===== src/rtl/vic_ctrl.sv =====
// vic_ctrl: vectored interrupt controller with fixed-priority sources and a trap bypass.
// Ports: clk, reset (async, active-high); cs/addr/wdata/wstrb/rdata CPU register window;
//        src[3:0] interrupt sources; trap CPU trap request; irq/ivector[29:0] to the CPU.
// Build option: VIC_EDGE_CAPTURE_EN selects edge-captured requests instead of level requests.
module vic_ctrl (
  input  logic        clk,
  input  logic        reset,
  input  logic        cs,
  input  logic [2:0]  addr,
  input  logic [31:0] wdata,
  input  logic [3:0]  wstrb,
  output logic [31:0] rdata,
  input  logic [3:0]  src,
  input  logic        trap,
  output logic        irq,
  output logic [29:0] ivector
);
  logic [3:0]  irqen_q, irqen_d;
  logic [29:0] tbl_q [5];
  logic [29:0] tbl_d [5];
  logic        irq_q, irq_d;
  logic [29:0] ivec_q, ivec_d;
  logic [3:0]  req, pend, latch;
  logic        wr;
  assign wr = cs && wstrb != 4'b0000;
`ifdef VIC_EDGE_CAPTURE_EN
  logic [3:0] latch_q, latch_d, prev_q;
  // a set in the same cycle as a clear wins because it is OR-ed in last
  assign latch_d = (latch_q & ~((wr && addr == 3'd1 && wstrb[0]) ? wdata[3:0] : 4'b0000)) | (src & ~prev_q);
  always_ff @(posedge clk or posedge reset)
    if (reset) begin
      latch_q <= '0;
      prev_q  <= '0;
    end else begin
      latch_q <= latch_d;
      prev_q  <= src;
    end
  assign latch = latch_q;
  assign req   = latch_q;
`else
  assign latch = '0;
  assign req   = src;
`endif
  // table slots: 0 = trap, 1..4 = handlers for src[0]..src[3]
  always_comb begin
    irqen_d = (wr && addr == 3'd0 && wstrb[0]) ? wdata[3:0] : irqen_q;
    tbl_d   = tbl_q;
    if (cs && wstrb == 4'b1111) begin
      if (addr == 3'd2) tbl_d[4] = wdata[31:2];
      else if (addr[2]) tbl_d[addr[1:0]] = wdata[31:2];
    end
    pend   = irqen_q & req;
    irq_d  = |pend;
    ivec_d = pend[0] ? tbl_q[1] : pend[1] ? tbl_q[2] : pend[2] ? tbl_q[3] : pend[3] ? tbl_q[4] : '0;
  end
  always_ff @(posedge clk or posedge reset)
    if (reset) begin
      irqen_q <= '0;
      for (int k = 0; k < 5; k++) tbl_q[k] <= '0;
      irq_q   <= 1'b0;
      ivec_q  <= '0;
    end else begin
      irqen_q <= irqen_d;
      tbl_q   <= tbl_d;
      irq_q   <= irq_d;
      ivec_q  <= ivec_d;
    end
  assign rdata = (!cs || wstrb != 4'b0000) ? 32'h0 :
                 addr == 3'd0 ? {28'h0, irqen_q} :
                 addr == 3'd1 ? {24'h0, latch, src} :
                 addr == 3'd2 ? {tbl_q[4], 2'b00} :
                 addr == 3'd3 ? 32'h0 : {tbl_q[addr[1:0]], 2'b00};
  assign irq     = irq_q | trap;
  assign ivector = trap ? tbl_q[0] : ivec_q;
endmodule


===== config.mk =====
export PLATFORM = sky130hd
export DESIGN_NAME = vic_ctrl
export DESIGN_NICKNAME = d
export VERILOG_FILES = /design/src/rtl/vic_ctrl.sv
export SDC_FILE = /design/constraint.sdc
export NUM_CORES = 1
export LEC_CHECK = 0
export ABC_AREA = 1
export CAP_MARGIN = 20
export CORE_MARGIN = 8
export CORE_UTILIZATION = 30
export CTS_BUF_LIST = sky130_fd_sc_hd__clkbuf_8
export CTS_CLUSTER_SIZE = 30
export DETAILED_ROUTE_END_ITERATION = 10
export HOLD_SLACK_MARGIN = 0.15
export PLACE_DENSITY_LB_ADDON = 0.3
export SYNTH_ARGS = -nofsm -noshare
export SYNTH_HDL_FRONTEND = slang
export SYNTH_SLANG_ARGS = --single-unit

===== constraint.sdc =====
create_clock -name clk -period 8.6 [get_ports clk]
set_input_delay 0.86 -clock clk [delete_from_list [all_inputs] [get_ports clk]]
set_output_delay 0.86 -clock clk [all_outputs]
set_load 0.05 [all_outputs]

After elaboration in Yosys (flattened, before gate mapping)
Index checks and enable logic that the tools add are counted.

word-level totals
  bits in registers = 185
  input port bits = 47
  logic and storage cells = 49

operators by class
  mux-type cells = 18
  bitwise gates (word level) = 4
  reduce and logical (&&, ||, !) cells = 13
  equality and inequality tests = 4
  $lt $le $gt $ge = 2

operator list
  kind                count
  $mux 30             10
  $mux 32             5
  $bwmux 150          1
  $bmux 30 s3         1
  $demux 30 s3        1
  $eq 3x2->1 const B  2
  $logic_and 1x1->1   5
  $and 4x4->4         1
  $eq 4x4->1 const B  1
  $ge 3x4->1 const B  1
  $reduce_bool 4->1   1
  $reduce_or 4->1     1
  $eq 3x1->1 const B  1
  $logic_not 3->1     1
  $lt 3x1->1 const B  1
  $not 2->3           1
  $reduce_and 3->1    1
  $reduce_and 2->1    1
  $reduce_bool 2->1   1
  $logic_not 1->1     1
  $logic_or 1x1->1    1
  $not 1->1           1
  $or 1x1->1          1

Depth between registers and ports, before layout
  depth after elaboration = 9
  gate-level depth with buffers = 10
  mapped depth without buffers = 9

Worst setup path before layout
Ideal clock, no wire load.

  path type = input -> output
  from = in addr[0]
  to = out rdata[13]
  path buffers = 3
  cell stages on the path = 8
  arrival time = 2456 ps
  path slack = 5284 ps
  data required time = 7740 ps
  path through = buf_6 > nor2_1 > buf_4 > buf_2 > a22oi_1 > nand2_1 > nand2_1 > a21oi_1

between the ends
  word-level cells in the longest chain between the ends = 9
  elaborated cells between the ends (all ways) = 13
  those cells by class = 3 x eq/ne; 8 x mux; 1 x bitwise; 1 x reduce/logical

ends and longest elaborated chain
  what                                         RTL line  source
  from (decl)                                  9         input logic [2:0] addr,
  $not 2->3 (not written as such)              72        addr == 3'd3 ? 32'h0 : {tbl_q[addr[1:0]], 2'b00};
  $bmux 30 s3                                  72
  $mux 30 (not written as such) (2 in series)  72
  $mux 32                                      72
  $mux 32                                      71        addr == 3'd2 ? {tbl_q[4], 2'b00} :
  $mux 32                                      70        addr == 3'd1 ? {24'h0, latch, src} :
  $mux 32 (*)                                  69        addr == 3'd0 ? {28'h0, irqen_q} :
  $mux 32 (*)                                  68        assign rdata = (!cs || wstrb != 4'b0000) ? 32'h0 :
  to (decl)                                    12        output logic [31:0] rdata,

Mark *: on every way between the ends. The rest lies on a longest branch, timed or not. The select of a mux whose other input is x is not followed.

Worst setup path after layout
  from = in addr[0]
  to = out rdata[11]

The elaborated chain is that of the path after synthesis.

==> results by group <==
Status
  • Outcome: finished, final reports clean

Drt
  • Vias: roughly 8,000
  • Residual DRC: 0
  • WL per Instance: roughly 18 um
  • Final ANT Viol Nets: 0
  • 1st-iter DRT viols: ~800
  • Vias per inst: a little under 5
  • WL final: 28.8 mm
  • Router iterations before antenna repair: 6

Global route
  • Initial antenna violation count: 0
  • Met3 GRT Util: approximately 3.3%
  • Pin count of the biggest net entering global routing: 70
  • Met1 Use GR: approximately a fifth
  • Gr usage total: between 15 and 20%
  • Grt met2 use: between 20% and 30%
  • Most used routing layer: met2
  • First-pass GRT wire length: between 40 and 50 mm
  • Grt ovf: 0
  • Via count of the first global-routing pass: 7,787

STA
  • Final hold vios: 0
  • Fin crit period: ~4.9 ns
  • # setup viols final: 0
  • Final slew viol count: 0
  • Max Clk Rate: around 200 MHz
  • Total negative slack: 0 ns
  • Final worst path period share: between 50% and 60%
  • Worst Tran Pin Value: 0.835 ns
  • Rel. slew slack: between 40 and 50%
  • Layout Skew: 0.0136 ns
  • RSZ-0062 raised after global routing: false

Clocking
  • Root Buffer: clkbuf_8
  • H-Tree Depth: 4
  • CTS Buf Count: 17
  • Cts hold-fix bufs: 0
  • Post-CTS sizing: 0
  • Post-CTS Setup Repair Bufs: 0
  • CTS clk-pin slew, worst paths: about 0.080 ns
  • Clk sink count: ~190
  • Clock tree buffer depth: 2
  • Later-pin clock latency in the skew report: approximately 0.46 ns
  • CTS tree: yes

Power and ir drop
  • Switching part of the total power: roughly a third
  • Logic gate share of total power: a little over a fifth
  • Reg power frac: approximately 50%
  • PD cells: 190 nW/um^2
  • NetSw: around 0.65 mW
  • Clock share of power: 29.2%
  • VDD IR max: about 0.087 mV
  • Int Pwr: 1.40 mW
  • Leak pwr: 4.91 nW

Synthesis
  • #FFs+latches synth: around 190
  • Synth Instances: 1,129
  • Yosys cell types: 23
  • Ys Warns: 0
  • Synth Net Count: around 1,200
  • Avg Synthesized Cell Area: between 7 and 8 um^2
  • Syn Std Cell Area: 8920 um^2
  • Register area share after synthesis: 51.9%

Floorplan
  • IO Count: 110
  • Die Wd: roughly 190 um
  • Die area: between 30,000 and 40,000 um^2
  • Die H: 188 um
  • Initial Utilization: 30.3%
  • Core ar.: between 20,000 and 30,000 um^2
  • Row Count: 63

Hold path
  • Worst Hold Class: register to register
  • Hold Path Stages: 2

Placement
  • IO Port Bufs: 109
  • Routability congestion estimate: 0.802
  • Post-DP HPWL: approximately 18 mm
  • Cell Count Post-Placement: 1,566

Run
  • Max-cap violation count: 0

Worst setup path
  • Worst EP required: about 7.7 ns
  • WP data arrival: around 4 ns
  • Kind of end point of the critical path: output pin
  • Setup CP Type: input port to output pin
  • Crit Path Max Fanout: 30
  • Worst r2r path cells: 6
  • CP startpoint kind: input port

Cells and area
  • Layout cells sized above 1: roughly 5.6%
  • Commonest non-fill, non-tap cell in the layout: nand2_1
  • Layout Nets: ~1,200
  • Layout Cells excl Fill: 1,597
  • Layout area overhead: 20.4%
  • Most frequent cells in the layout: nand2_1 (437), dfrtp_1 (185), o21ai_0 (151)
  • Ant. Diodes: 0
==> kinds of logic after synthesis <==
group,after synthesis,synth area share [%]
AO/OA/AOI/OAI,297,19.2
buffers and inverters,124,5.79
flip-flops,185,51.9
multiplexers,1,0.168
AND/OR/NAND/NOR,522,22.9
==> synthesized netlist by cell type (all sizes together) <==
cell type  number  area [um^2]
mux2            1         15.0
buf            23          138
clkbuf         59          221
nor2           34          128
a31oi          29          181
dfrtp         185         4630
nor3            2         21.3
nand2         440         1650
o211ai         29          218
nand4           5         31.3
or2             3         18.8
a22oi          48          360
inv            42          158
a21oi          34          170
o21ai         157          786
nand3          38          195
==> power by group through the flow <==
| stage | clock (mW) | sequential [mW] | combinational (mW) |
|---|---|---|---|
| after global placement | 0 | 1.03 | 0.429 |
| after global routing | 0.648 | 1.03 | 0.471 |
| after detailed placement | 0 | 1.04 | 0.432 |
| after floorplan | 0 | 1.02 | 0.287 |
| after CTS | 0.614 | 1.02 | 0.433 |
| final | 0.598 | 1.02 | 0.427 |
==> metal layers <==
layer  vias to the layer above  share of wire (%)
met1                      3695                 45
li1                       3884                  -
met4                         0                2.3
met3                        41                5.6
met2                       252                 47
met5                         -                  0
==> path summary, 6_finish.rpt <==
| check | endpoint | start | slack (ns) |
|---|---|---|---|
| worst max-delay path | rdata[11] | addr[0] | 3.68 |
| worst min-delay path | tbl_q[130] | tbl_q[130] | 0.52 |
| worst max register to register | ivec_q[5] | irqen_q[1] | 6.56 |
| worst min register to register | tbl_q[130] | tbl_q[130] | 0.52 |
| max in group asynchronous | tbl_q[117] | reset | 6.39 |
| min in group asynchronous | tbl_q[7] | reset | 0.89 |
==> critical path, stage by stage <==
cell and delay [ns]:
clkdlybuf4s50_1 0.72, nor2_2 0.07, buf_4 0.28, nand2_1 0.23, nand3_2 0.63, a21oi_1 0.38
clkdlybuf4s50_1 0.86
==> registers in the layout, indices dropped and copies added, names as in the netlist <==
register / cells
irq_q: 1
ivec_q: 30
irqen_q: 4
tbl_q: 150
==> through the flow <==
stage	utilization (%)	power [mW]	instance area, um^2	hold slack [ns]	setup WS (ns)
finish	36.5	2.05	10700	0.517	3.68
global route	36.5	2.15	10700	0.535	3.42
CTS	36.4	2.07	10700	0.521	3.56
detailed placement	35.0	1.47	10300	0.498	3.58
global placement	35.0	1.46	10300	0.491	3.69
floorplan	-	1.31	8920	0.470	2.71
==> area by class of cell <==
| cell class | instances | area [um^2] |
|---|---|---|
| clock inverters | 11 | 133 |
| inverters | 42 | 163 |
| repair buffers | 130 | 1260 |
| flip-flops and latches | 185 | 4630 |
| fillers | 3110 | 18700 |
| well taps | 390 | 488 |
| multi-input cells | 820 | 3810 |
| clock buffers | 19 | 262 |
No activity file was read; power rests on OpenSTA's default activity.
